==> src/rtl/hid_report_pkg.sv <==
// Shared constants, parser/receiver state types and frame helpers for the HID report UART receiver.
package hid_report_pkg;

  localparam int unsigned BAUD_DIV     = 48;
  localparam int unsigned TIMEOUT_BITS = 32;
  localparam int unsigned MAX_LEN      = 8;
  localparam int unsigned IDX_W        = $clog2(MAX_LEN);
  localparam int unsigned CNT_W        = $clog2(BAUD_DIV);
  localparam int unsigned TIMEOUT_CYC  = TIMEOUT_BITS * BAUD_DIV;
  localparam int unsigned TMO_W        = $clog2(TIMEOUT_CYC);

  localparam logic [7:0] SYNC_BYTE   = 8'hA5;
  localparam logic [7:0] TYPE_KBD    = 8'h01;
  localparam logic [7:0] TYPE_MOUSE  = 8'h02;
  localparam logic [7:0] TYPE_STATUS = 8'h03;
  localparam logic [7:0] LEN_KBD     = 8'd7;
  localparam logic [7:0] LEN_MOUSE   = 8'd7;
  localparam logic [7:0] LEN_STATUS  = 8'd1;

  typedef enum logic [2:0] {HUNT, TYPE, LEN, PAYLOAD, CHK} parse_state_e;
  typedef enum logic [1:0] {RX_IDLE, RX_START, RX_DATA, RX_STOP} rx_state_e;

  // A LEN is accepted only if it matches its TYPE's fixed length and fits the buffer.
  function automatic logic len_ok(input logic [7:0] t, input logic [7:0] l);
    logic ok;
    case (t)
      TYPE_KBD:    ok = (l == LEN_KBD);
      TYPE_MOUSE:  ok = (l == LEN_MOUSE);
      TYPE_STATUS: ok = (l == LEN_STATUS);
      default:     ok = 1'b0;
    endcase
    return ok && (l <= 8'(MAX_LEN));
  endfunction

endpackage

==> src/rtl/uart_rx_byte.sv <==
// 8N1 byte receiver: double-flop sync, mid-bit sampling, start-glitch rejection, stop-bit check.
module uart_rx_byte
  import hid_report_pkg::*;
(
  input  logic       clk_i,
  input  logic       rstn_i,
  input  logic       rxd_i,
  output logic [7:0] byte_o,
  output logic       byte_vld_o,
  output logic       frame_err_o,
  output logic       busy_o
);

  rx_state_e        state_q, state_d;
  logic             meta_q, sync_q, prev_q;
  logic [CNT_W-1:0] cnt_q, cnt_d;
  logic [2:0]       bit_q, bit_d;
  logic [7:0]       shift_q, shift_d, byte_q, byte_d;
  logic             vld_q, vld_d, ferr_q, ferr_d, busy_q;

  wire half_tick = (cnt_q == CNT_W'(BAUD_DIV / 2 - 1));
  wire full_tick = (cnt_q == CNT_W'(BAUD_DIV - 1));

  always_ff @(posedge clk_i) begin
    if (!rstn_i) begin
      state_q <= RX_IDLE;
      meta_q  <= 1'b1;
      sync_q  <= 1'b1;
      prev_q  <= 1'b1;
      cnt_q   <= '0;
      bit_q   <= '0;
      shift_q <= '0;
      byte_q  <= '0;
      vld_q   <= 1'b0;
      ferr_q  <= 1'b0;
      busy_q  <= 1'b0;
    end else begin
      state_q <= state_d;
      meta_q  <= rxd_i;
      sync_q  <= meta_q;
      prev_q  <= sync_q;
      cnt_q   <= cnt_d;
      bit_q   <= bit_d;
      shift_q <= shift_d;
      byte_q  <= byte_d;
      vld_q   <= vld_d;
      ferr_q  <= ferr_d;
      busy_q  <= (state_d != RX_IDLE);
    end
  end

  always_comb begin
    state_d = state_q;
    case (state_q)
      RX_IDLE:  if (prev_q && !sync_q) state_d = RX_START;
      RX_START: if (half_tick) state_d = sync_q ? RX_IDLE : RX_DATA;
      RX_DATA:  if (full_tick && bit_q == 3'd7) state_d = RX_STOP;
      RX_STOP:  if (full_tick) state_d = RX_IDLE;
      default:  state_d = RX_IDLE;
    endcase
  end

  always_comb begin
    cnt_d   = cnt_q + CNT_W'(1);
    bit_d   = bit_q;
    shift_d = shift_q;
    byte_d  = byte_q;
    vld_d   = 1'b0;
    ferr_d  = 1'b0;
    case (state_q)
      RX_IDLE: begin
        cnt_d = '0;
        bit_d = '0;
      end
      RX_START: if (half_tick) cnt_d = '0;
      RX_DATA: if (full_tick) begin
        cnt_d   = '0;
        shift_d = {sync_q, shift_q[7:1]};
        bit_d   = bit_q + 3'd1;
      end
      RX_STOP: if (full_tick) begin
        cnt_d = '0;
        if (sync_q) begin
          vld_d  = 1'b1;
          byte_d = shift_q;
        end else begin
          ferr_d = 1'b1;
        end
      end
      default: cnt_d = '0;
    endcase
  end

  assign byte_o      = byte_q;
  assign byte_vld_o  = vld_q;
  assign frame_err_o = ferr_q;
  assign busy_o      = busy_q;

endmodule

==> src/rtl/hid_report_uart_rx.sv <==
// Parses framed HID reports from the host CPU UART and drives registered keyboard/mouse/status outputs.
module hid_report_uart_rx
  import hid_report_pkg::*;
(
  input  logic        clk_48m,
  input  logic        rstn,
  input  logic        uart_rxd,
  output logic        keyboard_connected,
  output logic        mouse_connected,
  output logic [7:0]  keyboard_modifiers,
  output logic [47:0] keyboard_keycodes,
  output logic [7:0]  mouse_buttons,
  output logic [31:0] mouse_x,
  output logic [31:0] mouse_y,
  output logic [31:0] mouse_wheel,
  output logic        report_stb,
  output logic [7:0]  err_cnt
);

  logic [7:0] rx_byte;
  logic       rx_vld, rx_ferr, rx_busy;

  uart_rx_byte u_rx (
    .clk_i       (clk_48m),
    .rstn_i      (rstn),
    .rxd_i       (uart_rxd),
    .byte_o      (rx_byte),
    .byte_vld_o  (rx_vld),
    .frame_err_o (rx_ferr),
    .busy_o      (rx_busy)
  );

  parse_state_e     state_q, state_d;
  logic [7:0]       type_q, type_d, len_q, len_d, sum_q, sum_d;
  logic [IDX_W-1:0] idx_q, idx_d;
  logic [TMO_W-1:0] tmo_q, tmo_d;
  logic [7:0]       pay_q [MAX_LEN];
  logic             pay_we, commit, err_evt, tmo_fire;

  logic        kconn_q, kconn_d, mconn_q, mconn_d, stb_q, stb_d;
  logic [7:0]  mods_q, mods_d, btn_q, btn_d, err_q, err_d;
  logic [47:0] keys_q, keys_d;
  logic [31:0] x_q, x_d, y_q, y_d, whl_q, whl_d;

  always_ff @(posedge clk_48m) begin
    if (!rstn) begin
      state_q <= HUNT;
      type_q  <= '0;
      len_q   <= '0;
      sum_q   <= '0;
      idx_q   <= '0;
      tmo_q   <= '0;
      kconn_q <= 1'b0;
      mconn_q <= 1'b0;
      stb_q   <= 1'b0;
      mods_q  <= '0;
      btn_q   <= '0;
      err_q   <= '0;
      keys_q  <= '0;
      x_q     <= '0;
      y_q     <= '0;
      whl_q   <= '0;
    end else begin
      state_q <= state_d;
      type_q  <= type_d;
      len_q   <= len_d;
      sum_q   <= sum_d;
      idx_q   <= idx_d;
      tmo_q   <= tmo_d;
      kconn_q <= kconn_d;
      mconn_q <= mconn_d;
      stb_q   <= stb_d;
      mods_q  <= mods_d;
      btn_q   <= btn_d;
      err_q   <= err_d;
      keys_q  <= keys_d;
      x_q     <= x_d;
      y_q     <= y_d;
      whl_q   <= whl_d;
    end
  end

  always_ff @(posedge clk_48m) begin
    if (pay_we) pay_q[idx_q] <= rx_byte;
  end

  // Frame parser; the inter-byte timer only runs while a frame is open and the line is quiet.
  always_comb begin
    state_d  = state_q;
    type_d   = type_q;
    len_d    = len_q;
    sum_d    = sum_q;
    idx_d    = idx_q;
    pay_we   = 1'b0;
    commit   = 1'b0;
    err_evt  = 1'b0;
    tmo_fire = (state_q != HUNT) && (tmo_q == TMO_W'(TIMEOUT_CYC - 1));
    tmo_d    = (state_q == HUNT || rx_busy || rx_vld) ? '0 : tmo_q + TMO_W'(1);
    if (rx_ferr || tmo_fire) begin
      err_evt = 1'b1;
      state_d = HUNT;
    end else if (rx_vld) begin
      case (state_q)
        HUNT: if (rx_byte == SYNC_BYTE) state_d = TYPE;
        TYPE: begin
          type_d  = rx_byte;
          sum_d   = rx_byte;
          state_d = LEN;
        end
        LEN: begin
          len_d = rx_byte;
          sum_d = sum_q + rx_byte;
          idx_d = '0;
          if (!len_ok(type_q, rx_byte)) begin
            err_evt = 1'b1;
            state_d = HUNT;
          end else begin
            state_d = (rx_byte == 8'd0) ? CHK : PAYLOAD;
          end
        end
        PAYLOAD: begin
          pay_we = 1'b1;
          sum_d  = sum_q + rx_byte;
          idx_d  = idx_q + IDX_W'(1);
          if (8'(idx_q) == len_q - 8'd1) state_d = CHK;
        end
        CHK: begin
          if (8'(sum_q + rx_byte) == 8'd0) commit = 1'b1;
          else err_evt = 1'b1;
          state_d = HUNT;
        end
        default: state_d = HUNT;
      endcase
    end
  end

  always_comb begin
    kconn_d = kconn_q;
    mconn_d = mconn_q;
    mods_d  = mods_q;
    keys_d  = keys_q;
    btn_d   = btn_q;
    x_d     = x_q;
    y_d     = y_q;
    whl_d   = whl_q;
    stb_d   = commit;
    err_d   = (err_evt && err_q != 8'hFF) ? err_q + 8'd1 : err_q;
    if (commit) begin
      case (type_q)
        TYPE_KBD: begin
          mods_d = pay_q[0];
          keys_d = {pay_q[6], pay_q[5], pay_q[4], pay_q[3], pay_q[2], pay_q[1]};
        end
        TYPE_MOUSE: begin
          btn_d = pay_q[0];
          x_d   = x_q   + {{16{pay_q[2][7]}}, pay_q[2], pay_q[1]};
          y_d   = y_q   + {{16{pay_q[4][7]}}, pay_q[4], pay_q[3]};
          whl_d = whl_q + {{16{pay_q[6][7]}}, pay_q[6], pay_q[5]};
        end
        TYPE_STATUS: begin
          kconn_d = pay_q[0][0];
          mconn_d = pay_q[0][1];
          if (kconn_q && !pay_q[0][0]) begin
            mods_d = '0;
            keys_d = '0;
          end
          if (mconn_q && !pay_q[0][1]) begin
            btn_d = '0;
            x_d   = '0;
            y_d   = '0;
            whl_d = '0;
          end
        end
        default: stb_d = commit;
      endcase
    end
  end

  assign keyboard_connected = kconn_q;
  assign mouse_connected    = mconn_q;
  assign keyboard_modifiers = mods_q;
  assign keyboard_keycodes  = keys_q;
  assign mouse_buttons      = btn_q;
  assign mouse_x            = x_q;
  assign mouse_y            = y_q;
  assign mouse_wheel        = whl_q;
  assign report_stb         = stb_q;
  assign err_cnt            = err_q;

endmodule

==> config.mk <==
export PLATFORM = sky130hd
export DESIGN_NAME = hid_report_uart_rx
export DESIGN_NICKNAME = d
export VERILOG_FILES = /design/src/rtl/hid_report_pkg.sv /design/src/rtl/uart_rx_byte.sv /design/src/rtl/hid_report_uart_rx.sv
export SDC_FILE = /design/constraint.sdc
export NUM_CORES = 1
export LEC_CHECK = 0
export ABC_AREA = 0
export CAP_MARGIN = 0
export CELL_PAD_IN_SITES_DETAIL_PLACEMENT = 2
export CELL_PAD_IN_SITES_GLOBAL_PLACEMENT = 2
export CORE_ASPECT_RATIO = 2
export CORE_MARGIN = 4
export CORE_UTILIZATION = 38
export DETAILED_ROUTE_END_ITERATION = 8
export PLACE_DENSITY_LB_ADDON = 0.1
export SLEW_MARGIN = 30
export SYNTH_ARGS = -nofsm -noshare
export SYNTH_HDL_FRONTEND = slang
export SYNTH_SLANG_ARGS = --single-unit
export TNS_END_PERCENT = 50
==> constraint.sdc <==
create_clock -name clk_48m -period 4.9 [get_ports clk_48m]
set_input_delay 1.225 -clock clk_48m [delete_from_list [all_inputs] [get_ports clk_48m]]
set_output_delay 1.225 -clock clk_48m [all_outputs]
set_load 0.02 [all_outputs]
# After elaboration in Yosys (flattened, before gate mapping)
# Memories as Yosys holds them, arrays and structs flattened.
# Index checks and enable logic that the tools add are counted.
# word_totals
reg_bits,245
inputBits,3
ramBits,64
out_inout_bits,171
wordCells,155
memories,1
# op_classes
n_addsub,10
n_eq_ne,24
reduce_logical,41
order_cmp,1
bitwise_logic,2
mux,49
# memory_table
name,words,word_bits,rd,rd_ports_with_merged_regs,wr,line_no,source
pay_q,8,8,7,0,1,hid_report_uart_rx.sv:37,logic [7:0] pay_q [MAX_LEN];
# ops
operator,count
32-bit one-hot mux with 2 select lines,3
32-bit adder,3
48-bit one-hot mux with 2 select lines,1
48-bit two-way mux,1
8-bit one-hot mux with 2 select lines,3
32-bit two-way mux,1
3-bit AND reduction,9
1-bit two-way mux,19
6-bit one-hot mux with 3 select lines,1
"8-bit by 1-bit == test with 1-bit output, second input constant",2
"8-bit by 2-bit == test with 1-bit output, second input constant",2
8-bit logical NOT,2
8-bit two-way mux,2
3-bit two-way mux,5
6-bit two-way mux,2
3-bit one-hot mux with 2 select lines,2
3-bit one-hot mux with 4 select lines,1
2-bit nonzero test,6
"11-bit by 1-bit adder with 11-bit output, second input constant",1
"11-bit == test, second input constant",1
2-bit two-way mux,5
2-bit OR reduction,5
"8-bit by 1-bit adder with 8-bit output, second input constant",1
8-bit adder,1
other kinds (27),48

# Logic depth before layout (Yosys ltp)
# Gate-level depths: netlist of the first run.
# logic_depth
ltp_word,12
depth_mapped,15
depth_no_buf,13

# Modules after synthesis
# From an unflattened synthesis of the first run, not the netlist that was laid out.
# unflattened
hier_cells,1818
area_unflattened_um2,15854.0
# by_module_without_submodules
mod,cells_each,seq_area_each_um2,n_inst,area_per_inst_um2
hid_report_uart_rx,1687,5925.7,1,14533.9
uart_rx_byte,131,660.6,1,1320.0

# Worst setup path before layout of the first run
# Ideal clock, no wire load.
# synth_timing
kind,register to register
from,"reg u_rx.byte_q[0], in the netlist u_rx.byte_o[0]"
to,"reg whl_q[14], in the netlist mouse_wheel[14]"
setup_time_ps,70
n_path_buf,0
arrival_time_ps,2995
stages_incl_launch_ff,13
required_ps,4830
period_less_slack_ps,3066
path_slack_ps,1834
path_cell_list,dfxtp_1 ha_1 inv_1 fa_1 nor2b_1 o21ai_1 a21o_1 a311oi_2 nand4_2 nor3_4 and3_1 or4b_1 a21oi_1
# synth_via
elab_chain_cells,7
# synth_lines
item,line_no,source
start: declaration,uart_rx_byte.sv:18,"logic [7:0] shift_q, shift_d, byte_q, byte_d;"
start signal: assignment,uart_rx_byte.sv:45,byte_q <= byte_d;
8-bit adder,hid_report_uart_rx.sv:128,if (8'(sum_q + rx_byte) == 8'd0) commit = 1'b1;
8-bit logical NOT,hid_report_uart_rx.sv:128,
1-bit two-way mux,hid_report_uart_rx.sv:128,
1-bit two-way mux,hid_report_uart_rx.sv:103,case (state_q)
1-bit two-way mux,hid_report_uart_rx.sv:102,end else if (rx_vld) begin
1-bit two-way mux,hid_report_uart_rx.sv:99,if (rx_ferr || tmo_fire) begin
3-bit AND reduction (no line),n/a,
end signal: assignment,hid_report_uart_rx.sv:79,whl_q <= whl_d;
end: declaration,hid_report_uart_rx.sv:43,"logic [31:0] x_q, x_d, y_q, y_d, whl_q, whl_d;"
# Every way passes these cells.
# A chain may end at the register's enable or synchronous reset.

# Worst setup path in the final report of the first run
# layout_timing
from,"reg u_rx.byte_q[1], in the netlist u_rx.byte_o[1]"
to,"reg whl_q[14], in the netlist mouse_wheel[14]"
# Same word-level chain as after synthesis.

==> impl_metrics.ini, run 1 <==
[outcome]
outcome = completed

[placed_design]
io_buffers = 173
dp_hpwl_um = 43100
place_congestion = 0.901

[timing]
rsz0062_at_grt = false
totalNegativeSetupSlack_ns = 0
finalHoldViolCount = 0
post-route-min-period_ns = 4.37
setup_viol = 0
slew_headroom_pct = 40.3
slew_viol_final = 0
timing.hold.ws_ns = 0.429
worst_slew_pin_slew_ns = 0.893
finalCritPeriodShare_pct = 89.2
skew_ns = 0.0274
fmax_mhz = 229

[clock_network]
cts_made_buffers = 30
max-clock-path-buffers = 3
cts_setup_buffers = 0
clk-insertion-delay-late_ns = 0.58
ctsHoldBuffers = 0
cts_tree = yes
cts.clk_slew.worst_paths_ns = 0.07
cts_root_buf = clkbuf_16
cts.sinks = 301
cts.htree.levels = 1
cts_resized = 0

[synthesis]
yosysSeqAreaShare_pct = 41.6
synth_seq_cells = 301
synth-xor-area-share_pct = 5.60
synthAdderAreaFrac_pct = 8.97
ys.flop_type = dfxtp_1
synth-compound-area-share_pct = 18.7
avgSynthCellArea_um2 = 8.73
yosysUniqueCellTypes = 78
synthMuxAreaShare_pct = 2.54
syn_area_um2 = 15800
synth_top_family_by_area = simple AND/OR/NAND/NOR gates
yosysWarningCount = 0
synth_simple_gate_area_share_pct = 19.0
async_flop_share_pct = 0
syn-num-nets = 1926
synth_edf_count = 56
synthCells = 1812

[floorplanning]
die_w_um = 152
ios = 174
die_area_um2 = 45100
core_area_um2 = 41100
num_rows = 105
fp.dieH_um = 297
initial_core_util_pct = 38.5

[global_route]
grt_pass1_wl_um = 91600
grt.overflow.total = 0
antenna_found_initial = 0
first_global_vias = 16200
track_usage_pct = 25.2
grt_max_degree = 95

[final_layout]
multi_input_area_um2 = 8700
fillCellCount = 4514
regArea_um2 = 6590
area_delta_synth_final_pct = 21.2
antenna_cells = 0
post_route_cells_drive_above_1_share_pct = 5.35
final_core_util_pct = 46.6
nets = 2072

[worst_setup_path]
path_max_fanout = 17
worstRegToRegCells = 12
arrival_ns = 4.88
crit_end = mouse_wheel[14]
required_ns = 5.40
worst_r2r_startpoint = u_rx.byte_o[1]
critPathKind = flip-flop to flip-flop
critPathLaunch = u_rx.byte_o[1]
r2r_slack_ns = 0.53
cp-end-kind = flip-flop
r2r-end = mouse_wheel[14]
cp-start-kind = flip-flop

[power]
power_leakage_uw = 0.00742
peakVddDrop_mv = 0.271
finalPower_uw = 5060
p_per_area_nw_per_um2 = 264

[drt]
vias = 14600
drtPass1Iterations = 5
drc_errors = 0
ant_nets = 0
wl_per_cell_um = 23.3
initialDrtViolationCount = 488
wirelength_um = 58600
avgViaCountPerCell = 5.78

[job]
maxCapViolCount = 0

[hold_path]
min_path_type = flip-flop to flip-flop
worst min-delay path by stage:
stage / start / endpoint / slack, ns / cells past startpoint
after floorplan: u_rx.meta_q / u_rx.sync_q / 0.39 / 1
after global placement: u_rx.meta_q / u_rx.sync_q / 0.40 / 1
after detailed placement: u_rx.meta_q / u_rx.sync_q / 0.41 / 1
after CTS: u_rx.meta_q / u_rx.sync_q / 0.43 / 1
after global routing: u_rx.meta_q / u_rx.sync_q / 0.44 / 1
final: u_rx.meta_q / u_rx.sync_q / 0.43 / 1
report_power, final:
part | total [uW] | internal [uW] | leakage (uW) | switching (uW)
logic | 49.6 | 9.39 | 0.00443 | 40.2
registers | 2510 | 2510 | 0.00249 | 3.02
clock network | 2500 | 1440 | 0.000500 | 1060
total | 5060 | 3960 | 0.00742 | 1100
metrics by stage:
stage	cells	setup slack (ns)	area, um2
final	2517	0.528	19200
after global routing	2517	0.285	19200
after CTS	2517	0.582	19200
after detailed placement	2461	0.626	18100
after global placement	2461	0.857	18100
after floorplan	1812	1.83	15800
routing by layer:
metal | global-route usage [%] | wire length (um) | vias to the layer above
li1 | - | - | 6773
met2 | 51.4 | 33000 | 288
met1 | 25.3 | 21200 | 7362
met3 | 2.50 | 1620 | 137
met5 | 0 | 0 | -
met4 | 11.6 | 2830 | 0
state kept, by name, indices dropped and copies added, names as in the netlist, 11 cells and up:
signal,count
mouse_x,32
tmo_q,11
keyboard_keycodes,48
pay_q,56
mouse_wheel,32
mouse_y,32
synth_stat cells (all sizes together) (46+ instances only):
cell type / number / area, um2
a21o: 57 / 428
a21oi: 220 / 1100
clkbuf: 64 / 241
dfxtp: 245 / 4900
edfxtp: 56 / 1680
ha: 107 / 1340
inv: 46 / 173
nand2: 204 / 766
nand3: 146 / 736
nor2: 151 / 569
o21ai: 74 / 374
xnor2: 58 / 527
logic make-up after synthesis:
| family | count (synthesis) |
|---|---|
| simple gates | 642 |
| compound gates | 486 |
| flops | 301 |
| buf+inv | 133 |
| fa+ha+maj | 111 |
| xor+xnor | 99 |
| mux | 40 |
placed cells by master, fill, tap and decap left out, types with 5 or more instances in the layout:
| cell type | synthesis | final |
|---|---|---|
| clkbuf_16 | 0 | 32 |
| nand3_1 | 145 | 145 |
| nand4_1 | 14 | 14 |
| clkdlybuf4s50_1 | 0 | 173 |
| and2_1 | 6 | 6 |
| nand2_1 | 204 | 203 |
| nor2_1 | 150 | 148 |
| buf_4 | 12 | 25 |
| clkinvlp_4 | 0 | 6 |
| a21oi_1 | 220 | 220 |
| nor2b_1 | 15 | 15 |
| xnor2_1 | 57 | 57 |
| o211ai_1 | 7 | 7 |
| o31ai_1 | 8 | 8 |
| o21bai_1 | 16 | 16 |
| edfxtp_1 | 56 | 56 |
| ha_1 | 107 | 107 |
| dfxtp_1 | 245 | 245 |
| a311oi_1 | 5 | 5 |
| clkbuf_1 | 63 | 6 |
| a211oi_1 | 13 | 13 |
| nor3_1 | 16 | 16 |
| a31oi_1 | 17 | 17 |
| mux2i_1 | 39 | 39 |
| a22oi_1 | 20 | 20 |
| a21o_1 | 57 | 57 |
| inv_1 | 45 | 45 |
| xor2_1 | 41 | 41 |
| o21ai_0 | 69 | 69 |
| nand2b_1 | 22 | 22 |
| and3_1 | 22 | 21 |
| o21a_1 | 10 | 10 |
| or3_1 | 11 | 11 |
| clkbuf_8 | 0 | 6 |
worst max-delay path, cell delays in order, from the launching register on:
cell and delay [ns]:
dfxtp_1 0.71, inv_1 0.20, fa_1 0.49, nor2b_1 0.14, o21ai_1 0.11, a21o_1 0.23
a311oi_2 0.30, nand4_2 0.23, nor3_4 0.37, and3_2 0.53, buf_4 0.33, or4b_1 0.47
a21oi_1 0.17
area by class of cell:
| cell class | count | share of cell area (%) |
|---|---|---|
| multi-input cells | 1378 | 45.4 |
| flip-flops and latches | 301 | 34.4 |
| repair buffers | 201 | 10.3 |
| clock buffers | 44 | 4.73 |
| well taps | 535 | 3.49 |
| inverters | 46 | 0.927 |
| clock inverters | 12 | 0.822 |
Note: power is estimated with default switching activity, not from simulation.
==> run 2: changes to the inputs <==
--- a/config.mk
+++ b/config.mk
@@ -11,11 +11,12 @@
 export CELL_PAD_IN_SITES_GLOBAL_PLACEMENT = 2
 export CORE_ASPECT_RATIO = 2
 export CORE_MARGIN = 4
-export CORE_UTILIZATION = 38
+export CORE_UTILIZATION = 35
 export DETAILED_ROUTE_END_ITERATION = 8
 export PLACE_DENSITY_LB_ADDON = 0.1
 export SLEW_MARGIN = 30
 export SYNTH_ARGS = -nofsm -noshare
 export SYNTH_HDL_FRONTEND = slang
+export SYNTH_HIERARCHICAL = 1
 export SYNTH_SLANG_ARGS = --single-unit
-export TNS_END_PERCENT = 50
+export TNS_END_PERCENT = 5
==> constraint.sdc (replaced) <==
create_clock -name clk_48m -period 5 [get_ports clk_48m]
set_input_delay 1.25 -clock clk_48m [delete_from_list [all_inputs] [get_ports clk_48m]]
set_output_delay 1.25 -clock clk_48m [all_outputs]
set_load 0.02 [all_outputs]
==> run 2 against run 1 <==
  * Synthesized cell count up 0.33%
  * Final cell count up 1.5%
  * Setup slack better by 0.70 ns
  * Critical endpoint is now keyboard_keycodes[33]
  * Routed wire length down 3.3%
  * Largest cell class unchanged
  * First-iteration DRC count down 19%
  * Global-route usage down 2.2 points
  * Count of clock-buffer cells in the layout down 2
  * Clock skew down 0.0080 ns
  * Via count down 1.7%
  * Sequential power down 2%
==> impl_metrics.ini, run 2 <==
[outcome]
outcome = completed

[placed_design]
place_congestion = 0.878
io_buffers = 173
numPlacedInstances = 2496
place_area_um2 = 18200
dp_hpwl_um = 42100

[final_layout]
final_core_util_pct = 43.1
top_register = pay_q
postLayoutCellArea_um2 = 19300
area_delta_synth_final_pct = 21.9
multi_input_area_um2 = 8820
layout_common_cells = dfxtp_1, a21oi_1, nand2_1, clkdlybuf4s50_1, nand3_1
stdcell_count = 2556
largest_reg_flops = 56
nets = 2086
post_route_cells_drive_above_1_share_pct = 5.71
regArea_um2 = 6590
layout_commonest_cell = dfxtp_1
antenna_cells = 0
fillCellCount = 4978

[worst_setup_path]
worstPathBufferInverterCount = 1
critical_path.slowest_cell = or4b_1
path_cells = ha_1 -> a21o_1 -> a21oi_1 -> o21bai_1 -> o21ba_2 -> o22ai_1 -> xnor2_1 -> or4b_1 -> nor2_4 -> buf_12 -> nand3_1 -> a21oi_1
critPathKind = flip-flop to flip-flop
cp-start-kind = flip-flop
max_stage_delay_ns = 0.59
r2r_slack_ns = 1.22
cp-end-kind = flip-flop
critPathTopFamily = compound AO/OA/AOI/OAI gates
cp_common_cell = a21oi_1
arrival_ns = 4.21
required_ns = 5.44
path_max_fanout = 41

[timing]
totalNegativeSetupSlack_ns = 0
slew_viol_final = 0
setup_viol = 0
post-route-min-period_ns = 3.78
rsz0062_at_grt = false
fmax_mhz = 265
worst_slew_pin_slew_ns = 0.977
finalHoldViolCount = 0
slew_headroom_pct = 34.2
skew_ns = 0.0194
finalCritPeriodShare_pct = 75.5

[clock_network]
cts.clk_slew.worst_paths_ns = 0.06
clk-insertion-delay-late_ns = 0.53
cts.sinks = 301
max-clock-path-buffers = 3
cts_setup_buffers = 0
cts_resized = 0
cts.htree.levels = 2
cts_tree = yes
cts_made_buffers = 34
ctsHoldBuffers = 0
cts_root_buf = clkbuf_16

[synthesis]
synthMuxAreaShare_pct = 2.59
yosysSeqAreaShare_pct = 41.5
synthAdderAreaFrac_pct = 8.95
yosysWarningCount = 6
synthCells = 1818
yosysUniqueCellTypes = 80
synth_simple_gate_area_share_pct = 19.8
synth_top_family_by_area = simple AND/OR/NAND/NOR gates
synth.most_common_cell = dfxtp_1
synth-compound-area-share_pct = 18.3
ys_top_cells_by_area = dfxtp_1, edfxtp_1, ha_1
synth_seq_cells = 301
synth_top_area_cell = dfxtp_1
avgSynthCellArea_um2 = 8.72
synth-xor-area-share_pct = 5.75
synth_edf_count = 56
ys.flop_type = dfxtp_1
ys_top_cells_by_count = dfxtp_1, a21oi_1, nand2_1, nand3_1, nor2_1
syn-num-nets = 1932
syn_area_um2 = 15900
async_flop_share_pct = 0
synth_top_area_share_pct = 30.9

[global_route]
grt.overflow.total = 0
grt_pass1_wl_um = 89100
grtUsageMet3_pct = 2.90
track_usage_pct = 23.0
grt.met2_usage_pct = 45.2
antenna_found_initial = 0
grt_use_met1_pct = 24.0
grt_max_degree = 70
first_global_vias = 16000
gr-max-usage-layer = met2

[power]
power_leakage_uw = 0.00738
peakVddDrop_mv = 0.224
p_per_area_nw_per_um2 = 261

[job]
maxCapViolCount = 0

[drt]
vias = 14300
drtPass1Iterations = 4
initialDrtViolationCount = 397
avgViaCountPerCell = 5.60
wl_per_cell_um = 22.2
ant_nets = 0
drc_errors = 0
wirelength_um = 56700

[floorplanning]
initial_core_util_pct = 35.3
fp.dieH_um = 309
core_area_um2 = 44900
ios = 174
die_area_um2 = 49000
die_w_um = 158
num_rows = 110

[hold_path]
min_path_type = flip-flop to flip-flop
==> run 2: cell count changes in the layout (fill, tap and decap cells not counted), sizes merged, moves of 7 or more <==
cell    change
a21o       -15
nor2       -14
a22oi      -12
nand2      +11
a31oi      -10
nor4       +10
xnor2       +9
a211oi      +8
clkinv      +8
nand3       +7
nor2b       +7
nor3        +7
==> run 2: final timing paths <==
check                               startpoint                    end  cells after the start
worst min-delay path               u_rx/meta_q            u_rx/sync_q                      1
worst max register to register  u_rx/byte_o[1]  keyboard_keycodes[33]                     12
worst max-delay path            u_rx/byte_o[1]  keyboard_keycodes[33]                     12
worst min register to register     u_rx/meta_q            u_rx/sync_q                      1
==> run 2: area by class of cell <==
type | instances | area share, %
clock inverters | 18 | 0.939
repair buffers | 201 | 10.2
multi-input cells | 1394 | 45.7
inverters | 40 | 0.803
well taps | 560 | 3.63
clock buffers | 42 | 4.72
flip-flops and latches | 301 | 34.1
==> run 2: through the flow <==
step / hold slack, ns / power, uW / worst slack, ns
finish: 0.415 / 5040 / 1.22
global route: 0.443 / 5210 / 0.961
CTS: 0.418 / 5130 / 1.21
detailed placement: 0.402 / 2570 / 1.23
global placement: 0.390 / 2570 / 1.29
floorplan: 0.386 / 2550 / 1.73
==> run 2: logic make-up after synthesis <==
| logic type | Yosys count |
|---|---|
| flip-flops | 301 |
| multiplexers | 41 |
| adder cells (fa/ha/maj) | 111 |
| XOR/XNOR | 104 |
| AND/OR/NAND/NOR | 667 |
| buffers and inverters | 123 |
| AO/OA/AOI/OAI | 471 |
==> run 2: layer usage <==
layer	part of all wire (%)	routed length, um	up-vias
met5	0	0	-
met4	4.3	2440	0
met3	2.7	1560	100
met2	55	31400	240
met1	38	21300	7147
li1	-	-	6819
==> run 2: report_power, final <==
| part | leakage, uW | switching, uW | internal (uW) |
|---|---|---|---|
| sequential | 0.00249 | 2.55 | 2460 |
| combinational | 0.00436 | 38.2 | 7.79 |
| clock | 0.000534 | 1070 | 1460 |
| total | 0.00738 | 1110 | 3930 |
==> run 2: worst reg2reg max path, stage by stage, from the launching register on <==
cell and delay [ns]:
dfxtp_1 0.44, ha_1 0.27, a21o_1 0.16, a21oi_1 0.21, o21bai_1 0.12, o21ba_2 0.24, o22ai_1 0.35, xnor2_1 0.23
or4b_1 0.59, nor2_4 0.44, buf_12 0.31, nand3_1 0.14, a21oi_1 0.18
==> run 3: changes to the inputs <==
--- a/config.mk
+++ b/config.mk
@@ -11,7 +11,7 @@
 export CELL_PAD_IN_SITES_GLOBAL_PLACEMENT = 2
 export CORE_ASPECT_RATIO = 2
 export CORE_MARGIN = 4
-export CORE_UTILIZATION = 35
+export CORE_UTILIZATION = 32
 export DETAILED_ROUTE_END_ITERATION = 8
 export PLACE_DENSITY_LB_ADDON = 0.1
 export SLEW_MARGIN = 30
==> constraint.sdc (replaced) <==
create_clock -name clk_48m -period 3 [get_ports clk_48m]
set_input_delay 0.75 -clock clk_48m [delete_from_list [all_inputs] [get_ports clk_48m]]
set_output_delay 0.75 -clock clk_48m [all_outputs]
set_load 0.02 [all_outputs]
==> run 3 against run 2 <==
  * The run now ends with negative setup slack left
  * Worst hold slack worse by 0.0011 ns
  * Final cell count increased by 11%
  * First-iteration DRC count is 18% higher
  * Design area rose by 13%
  * Maximum frequency is 16% higher
  * Register-to-register slack lost 1.5 ns
  * Total power up 64%
  * Critical endpoint is now mouse_y[26]
==> impl_metrics.ini, run 3 (same netlist as run 2, synthesis figures left out) <==
[floorplanning]
fp.dieH_um = 323
die_area_um2 = 53400
initial_core_util_pct = 32.3
core_area_um2 = 49100
ios = 174
die_w_um = 165
num_rows = 115

[final_layout]
final_core_util_pct = 44.3
post_route_cells_drive_above_1_share_pct = 18.8
layout_common_cells = dfxtp_1, nand2_1, a21oi_1, buf_4, clkdlybuf4s50_1
stdcell_count = 2834
antenna_cells = 0
top_register = pay_q
largest_reg_flops = 56
postLayoutCellArea_um2 = 21800
area_delta_synth_final_pct = 37.2
nets = 2280
layout_commonest_cell = dfxtp_1

[global_route]
track_usage_pct = 23.2
grt_max_degree = 122
antenna_found_initial = 0
first_global_vias = 17100
grt.overflow.total = 0
grt_pass1_wl_um = 96800

[placed_design]
place_area_um2 = 19900
pre_cts_ws_ns = -0.306
dp_hpwl_um = 46200
io_buffers = 173
numPlacedInstances = 2755
place_congestion = 0.866

[worst_setup_path]
path_max_fanout = 6
cp-end-kind = flip-flop
cp-start-kind = flip-flop
critPathKind = flip-flop to flip-flop
arrival_ns = 3.74
required_ns = 3.47

[timing]
finalCritPeriodShare_pct = 109
fin_ws_ns = -0.261
worst_slew_pin_slew_ns = 0.644
slew_headroom_pct = 57.0
fmax_mhz = 307
timing.hold.ws_ns = 0.413
slew_viol_final = 0
rsz0062_at_grt = true
setup_viol = 158
post-route-min-period_ns = 3.26
skew_ns = 0.0326
finalHoldViolCount = 0

[clock_network]
cts.htree.levels = 1
cts.clk_slew.worst_paths_ns = 0.07
max-clock-path-buffers = 3
cts_tree = yes
cts_made_buffers = 31
cts_root_buf = clkbuf_16
clk-insertion-delay-late_ns = 0.62
cts.sinks = 301
ctsHoldBuffers = 0

[job]
maxCapViolCount = 0

[drt]
wirelength_um = 63900
wl_per_cell_um = 22.6
ant_nets = 0
drtPass1Iterations = 4
initialDrtViolationCount = 470
avgViaCountPerCell = 5.36
vias = 15200
drc_errors = 0

[power]
p_per_area_nw_per_um2 = 379
peakVddDrop_mv = 0.384
power_leakage_uw = 0.00857

[outcome]
outcome = complete, but fails checks
violations = negative setup slack

[hold_path]
min_path_type = flip-flop to flip-flop
==> run 3: layer usage <==
| layer | track usage [%] | part of all wire (%) | wire length (um) |
|---|---|---|---|
| met5 | 0 | 0 | 0 |
| met3 | 2.93 | 3.3 | 2130 |
| met2 | 46.7 | 58 | 36900 |
| met4 | 8.62 | 3.7 | 2350 |
| met1 | 23.4 | 35 | 22600 |
==> run 3: power by group <==
part	switching (uW)	internal, uW	total, uW
sequential	4.05	4100	4100
combinational	77.7	28.1	106
clock	1870	2160	4040
total	1960	6290	8250
==> run 3: path summary, 6_finish.rpt <==
kind	endpoint	slack, ns	cells past startpoint	start
worst max-delay path	mouse_y[26]	-0.26	12	u_rx/byte_o[1]
worst min-delay path	u_rx/sync_q	0.41	1	u_rx/meta_q
worst max register to register	mouse_y[26]	-0.26	12	u_rx/byte_o[1]
worst min register to register	u_rx/sync_q	0.41	1	u_rx/meta_q
==> run 3: area by class of cell <==
cell class / count / area, um2
Timing Repair Buffer: 398 / 3830
Clock buffer: 39 / 866
Tap cell: 643 / 805
Inverter: 40 / 155
Sequential cell: 301 / 6600
Multi-Input combinational cell: 1394 / 9340
Clock inverter: 19 / 163
Fill cell: 5327 / 27300
==> run 3: stage by stage <==
stage / total power, uW / setup TNS (ns)
after detailed placement: 4290 / -32.10
final: 8250 / -17.38
after floorplan: 4250 / -0.414
after CTS: 8370 / -12.19
after global placement: 4290 / -19.80
after global routing: 8550 / -32.96
==> run 3: what timing repair did <==
item	in CTS	in global routing
gates cloned	4	3
pin swaps	74	27
setup endpoints to repair	168	165
buffers inserted	9	5
resized for setup	85	50
==> run 3: critical path, cell delays in order, from the launching register on <==
cell and delay (ns):
dfxtp_4 0.36, ha_1 0.30, a21o_1 0.17, a21oi_2 0.20, o21bai_2 0.10, a211oi_2 0.35
o2111ai_4 0.18, or4b_4 0.61, nor2_4 0.16, buf_12 0.18, nor2_4 0.08, buf_12 0.18
a22o_1 0.25
